**src/rtl/cache_line_arbiter.sv**
```systemverilog
// rtl/cache_line_arbiter.sv - round-robin arbiter sharing one memory line port between I-cache and D-cache
module cache_line_arbiter #(
  parameter int LINE_W = 128,
  parameter int ADDR_W = 16
) (
  input  logic              clk,
  input  logic              rst,
  input  logic              i_read,
  input  logic [ADDR_W-1:0] i_addr,
  output logic [LINE_W-1:0] i_rdata,
  output logic              i_resp,
  input  logic              d_read,
  input  logic              d_write,
  input  logic [ADDR_W-1:0] d_addr,
  input  logic [LINE_W-1:0] d_wdata,
  output logic [LINE_W-1:0] d_rdata,
  output logic              d_resp,
  output logic              mem_read,
  output logic              mem_write,
  output logic [ADDR_W-1:0] mem_addr,
  output logic [LINE_W-1:0] mem_wdata,
  input  logic [LINE_W-1:0] mem_rdata,
  input  logic              mem_resp
);

  typedef enum logic [1:0] {
    IDLE = 2'd0,
    BUSY = 2'd1,
    DONE = 2'd2
  } state_t;

  localparam logic SIDE_I = 1'b0;
  localparam logic SIDE_D = 1'b1;

  state_t              state_q, state_d;
  logic                owner_q, owner_d;
  logic                last_grant_q, last_grant_d;
  logic                mem_read_q, mem_read_d;
  logic                mem_write_q, mem_write_d;
  logic [ADDR_W-1:0]   mem_addr_q, mem_addr_d;
  logic [LINE_W-1:0]   mem_wdata_q, mem_wdata_d;
  logic [LINE_W-1:0]   i_rdata_q, i_rdata_d;
  logic [LINE_W-1:0]   d_rdata_q, d_rdata_d;
  logic                i_resp_q, i_resp_d;
  logic                d_resp_q, d_resp_d;

  logic                d_req;
  logic                grant_valid;
  logic                grant_side;

  // On a tie the side that did not win last time goes next, so neither cache can starve.
  always_comb begin
    d_req       = d_read | d_write;
    grant_valid = i_read | d_req;
    if (i_read && d_req) begin
      grant_side = ~last_grant_q;
    end else begin
      grant_side = d_req ? SIDE_D : SIDE_I;
    end
  end

  always_ff @(posedge clk) begin
    if (rst) begin
      state_q      <= IDLE;
      owner_q      <= SIDE_I;
      last_grant_q <= SIDE_I;
      mem_read_q   <= 1'b0;
      mem_write_q  <= 1'b0;
      mem_addr_q   <= '0;
      mem_wdata_q  <= '0;
      i_rdata_q    <= '0;
      d_rdata_q    <= '0;
      i_resp_q     <= 1'b0;
      d_resp_q     <= 1'b0;
    end else begin
      state_q      <= state_d;
      owner_q      <= owner_d;
      last_grant_q <= last_grant_d;
      mem_read_q   <= mem_read_d;
      mem_write_q  <= mem_write_d;
      mem_addr_q   <= mem_addr_d;
      mem_wdata_q  <= mem_wdata_d;
      i_rdata_q    <= i_rdata_d;
      d_rdata_q    <= d_rdata_d;
      i_resp_q     <= i_resp_d;
      d_resp_q     <= d_resp_d;
    end
  end

  always_comb begin
    state_d = state_q;
    case (state_q)
      IDLE:    if (grant_valid) state_d = BUSY;
      BUSY:    if (mem_resp) state_d = DONE;
      DONE:    state_d = IDLE;
      default: state_d = IDLE;
    endcase
  end

  always_comb begin
    owner_d      = owner_q;
    last_grant_d = last_grant_q;
    mem_read_d   = mem_read_q;
    mem_write_d  = mem_write_q;
    mem_addr_d   = mem_addr_q;
    mem_wdata_d  = mem_wdata_q;
    i_rdata_d    = i_rdata_q;
    d_rdata_d    = d_rdata_q;
    i_resp_d     = 1'b0;
    d_resp_d     = 1'b0;
    case (state_q)
      IDLE: begin
        if (grant_valid) begin
          owner_d      = grant_side;
          last_grant_d = grant_side;
          if (grant_side == SIDE_D) begin
            // A simultaneous read and write from the D-cache is resolved as a write.
            mem_addr_d  = d_addr;
            mem_wdata_d = d_wdata;
            mem_write_d = d_write;
            mem_read_d  = ~d_write;
          end else begin
            mem_addr_d  = i_addr;
            mem_read_d  = 1'b1;
            mem_write_d = 1'b0;
          end
        end
      end
      BUSY: begin
        if (mem_resp) begin
          mem_read_d  = 1'b0;
          mem_write_d = 1'b0;
          if (!mem_write_q) begin
            if (owner_q == SIDE_D) d_rdata_d = mem_rdata;
            else                   i_rdata_d = mem_rdata;
          end
          i_resp_d = (owner_q == SIDE_I);
          d_resp_d = (owner_q == SIDE_D);
        end
      end
      default: begin
      end
    endcase
  end

  assign i_rdata   = i_rdata_q;
  assign i_resp    = i_resp_q;
  assign d_rdata   = d_rdata_q;
  assign d_resp    = d_resp_q;
  assign mem_read  = mem_read_q;
  assign mem_write = mem_write_q;
  assign mem_addr  = mem_addr_q;
  assign mem_wdata = mem_wdata_q;

endmodule

```
**config.mk**
```make
export PLATFORM = sky130hd
export DESIGN_NAME = cache_line_arbiter
export DESIGN_NICKNAME = d
export VERILOG_FILES = /design/src/rtl/cache_line_arbiter.sv
export SDC_FILE = /design/constraint.sdc
export NUM_CORES = 1
export LEC_CHECK = 0
export ABC_AREA = 0
export CAP_MARGIN = 10
export CORE_AREA = 2 2 276 278
export DETAILED_ROUTE_END_ITERATION = 8
export DIE_AREA = 0 0 278 280
export PLACE_DENSITY = 0.44
export SLEW_MARGIN = 40
export SYNTH_ARGS = -nofsm -noshare
export SYNTH_HDL_FRONTEND = slang
export SYNTH_SLANG_ARGS = --single-unit
```
**constraint.sdc**
```tcl
create_clock -name clk -period 3.9 [get_ports clk]
set_input_delay 0.78 -clock clk [delete_from_list [all_inputs] [get_ports clk]]
set_output_delay 0.78 -clock clk [all_outputs]
set_load 0.005 [all_outputs]
```
==> results.toml <==
[timing]
fmax_mhz = 409
fin_worst_skew_ns = 0.0184
fin_crit_ns = 2.44
drv_slew = 0
fin_ws_ns = 1.46
tightest_slew_ns = 0.844
finalSetupTns_ns = 0
setup_viol = 0
fin_crit_sh_pct = 62.7
rsz0062_at_grt = "no"
finalHoldViolations = 0
holdWs_ns = 0.473
maxSlewHeadroom_pct = 43.7

[layout]
layout_common_cells = "clkdlybuf4s50_1, dfxtp_1, a21oi_1, nand3_1, o21ai_0"
drive_gt1_share_pct = 5.60
syn_to_final_growth_pct = 61.7
layout.cells.non_filler = 3464
stdcell_area_um2 = 25000
layout_commonest_cell = "clkdlybuf4s50_1"
nNetsFinal = 2734

[power_and_ir_drop]
leakage_nw = 8.21
p_sw_mw = 3.01
peakVddDrop_mv = 0.362
pwr-share-seq_pct = 40.0
powerDensity_nw_per_um2 = 451
p_comb_share_pct = 16.7
clkPwrFrac_pct = 43.3
switching_share_pct = 26.7
power.internal_mw = 8.25

[min_path]
min_to = "mem_wdata[41]$_SDFFE_PP0P_"
worstHoldPathCells = 2
hp-start = "mem_wdata[41]$_SDFFE_PP0P_"
holdCritPathClass = "flop to flop"

[placement]
placement.io_buffers = 697
hpwl_um = 49000
place_ws_ns = 1.01
dp.cells = 3366
gp_congestion = 0.809
placed_area_um2 = 23200

[worst_setup_path]
worstReg2RegStart = "state_q[0]$_SDFFE_PP0P_"
worstPathRequired_ns = 3.12
cp_top_family = "buffers and inverters"
crit_path_max_fanout = 2
cp.buffers_inverters = 1
cpPeakStageDelay_ns = 0.76
reg2reg_depth = 4
worstSetupPathType = "flop to output pin"
r2r_setup_slack_ns = 1.81
cp.arrival_ns = 1.66
endpoint_kind = "output pin"
rr_endpoint = "i_rdata[23]$_SDFFE_PP0P_"
path_cells = "clkdlybuf4s50_1"
crit_slowest_cell = "clkdlybuf4s50_1"
startpoint_type = "flop"

[die]
core_um2 = 75200
rows = 101
die_area_um2 = 77800
die_w_um = 278
die_h_um = 280
start_util_pct = 20.5
io_pins = 698

[clock_tree]
htree_num_levels = 2
postCtsSetupBuffers = 0
clkTransAtPathRegs_ns = 0.06
ctsLongestPathBuffers = 3
cts_tree = "built"
clock_latency_ns = 0.58
cts_resized = 0
cts_root_buf = "clkbuf_16"
cts_sinks = 407
cts_made_buffers = 50
cts_hold_buf = 0

[global_route]
first_global_vias = 16300
overflow = 0
grt_pass1_wl_um = 105000
gr-usage-all-layers_pct = 17.3
antenna_found_initial = 13
grt_max_degree = 132

[detailed_routing]
route.detailed.drc = 0
wl_per_cell_um = 20.6
avgViaCountPerCell = 4.77
drt-initial-drc-count = 1105
wirelength_um = 71500
firstDrtPassIters = 7
num_vias = 16500
antenna_left = 0

[yosys]
netlist_area_um2 = 15400
synthCells = 1875
synth_seq_area_share_pct = 52.8
syn_area_per_cell_um2 = 8.24
syn-num-nets = 2169
ys_ff_latch = 407
synth.distinct_cells = 27
ys.warnings.count = 0

[run_status]
status = "finished clean"

[run]
max_cap_violations = 0
-- metrics by stage --
| step | total power [mW] | util (%) |
|---|---|---|
| after CTS | 11.4 | 33.2 |
| after floorplan | 5.37 | - |
| after detailed placement | 6.49 | 30.9 |
| after global routing | 11.7 | 33.2 |
| after global placement | 6.46 | 30.8 |
| final | 11.3 | 33.2 |
-- sequential cells by signal, summed over array words and instances (netlist names) --
signal	cells
d_rdata	128
i_rdata	128
mem_wdata	128
mem_addr	16
state_q	2
d_resp	1
i_resp	1
last_grant_q	1
mem_read	1
mem_write	1
-- final cells by class --
type / instances / area (um^2)
fillers: 7752 / 50200
clock buffers: 79 / 1630
multi-input cells: 1244 / 6340
well taps: 978 / 1220
clock inverters: 14 / 130
inverters: 1 / 11.3
flip-flops and latches: 407 / 8150
diodes: 5 / 12.5
repair buffers: 736 / 7470
-- power by group through the flow --
stage,clock network (mW),logic [mW],registers [mW]
finish,4.88,1.88,4.51
global route,5.19,2.03,4.53
CTS,5.03,1.90,4.51
detailed placement,0,1.89,4.60
global placement,0,1.87,4.59
floorplan,0,0.779,4.59
-- cell families after synthesis --
family / share of synthesized area, %
compound gates: 26.8
simple gates: 13.9
flops: 52.8
buf+inv: 6.51
-- how the worst max path moves through the flow --
stage,startpoint,to,slack [ns],cells after the start
after floorplan,d_read,mem_addr[10]$_SDFFE_PP0P_,2.11,5
after global placement,d_write,mem_addr[12]$_SDFFE_PP0P_,1.01,4
after detailed placement,i_read,mem_wdata[86]$_SDFFE_PP0P_,1.01,5
after CTS,d_rdata[0]$_SDFFE_PP0P_,d_rdata[0],1.38,1
after global routing,d_rdata[0]$_SDFFE_PP0P_,d_rdata[0],1.33,1
final,d_rdata[0]$_SDFFE_PP0P_,d_rdata[0],1.46,1
-- synthesized netlist by cell type --
cell type	number	share of area, %
or2_1	1	0.041
o211ai_1	1	0.049
o21ai_1	13	0.42
nand2_1	36	0.87
o21ai_0	372	12
a21oi_1	403	13
nand3_1	384	12
a221oi_1	1	0.057
nand4bb_1	1	0.073
clkbuf_1	151	3.7
nand3b_1	1	0.049
or2_2	1	0.041
buf_2	59	1.9
a211oi_2	1	0.081
a311oi_1	16	0.91
nor3_1	3	0.097
buf_4	2	0.097
dfxtp_1	407	53
buf_6	11	0.80
inv_2	1	0.024
and4bb_2	1	0.081
a211o_1	1	0.057
or3_1	1	0.041
a2bb2oi_2	1	0.097
or3b_2	1	0.057
o2bb2ai_1	1	0.057
nor2_1	4	0.097
-- per-layer routing --
metal	GRT usage, %	vias to the layer above	part of all wire [%]
met1	19.0	7931	38
met5	0	-	0.12
li1	-	7857	-
met3	8.48	107	11
met4	6.18	14	3.2
met2	29.0	629	47
Power figures use the tool's default switching activity.
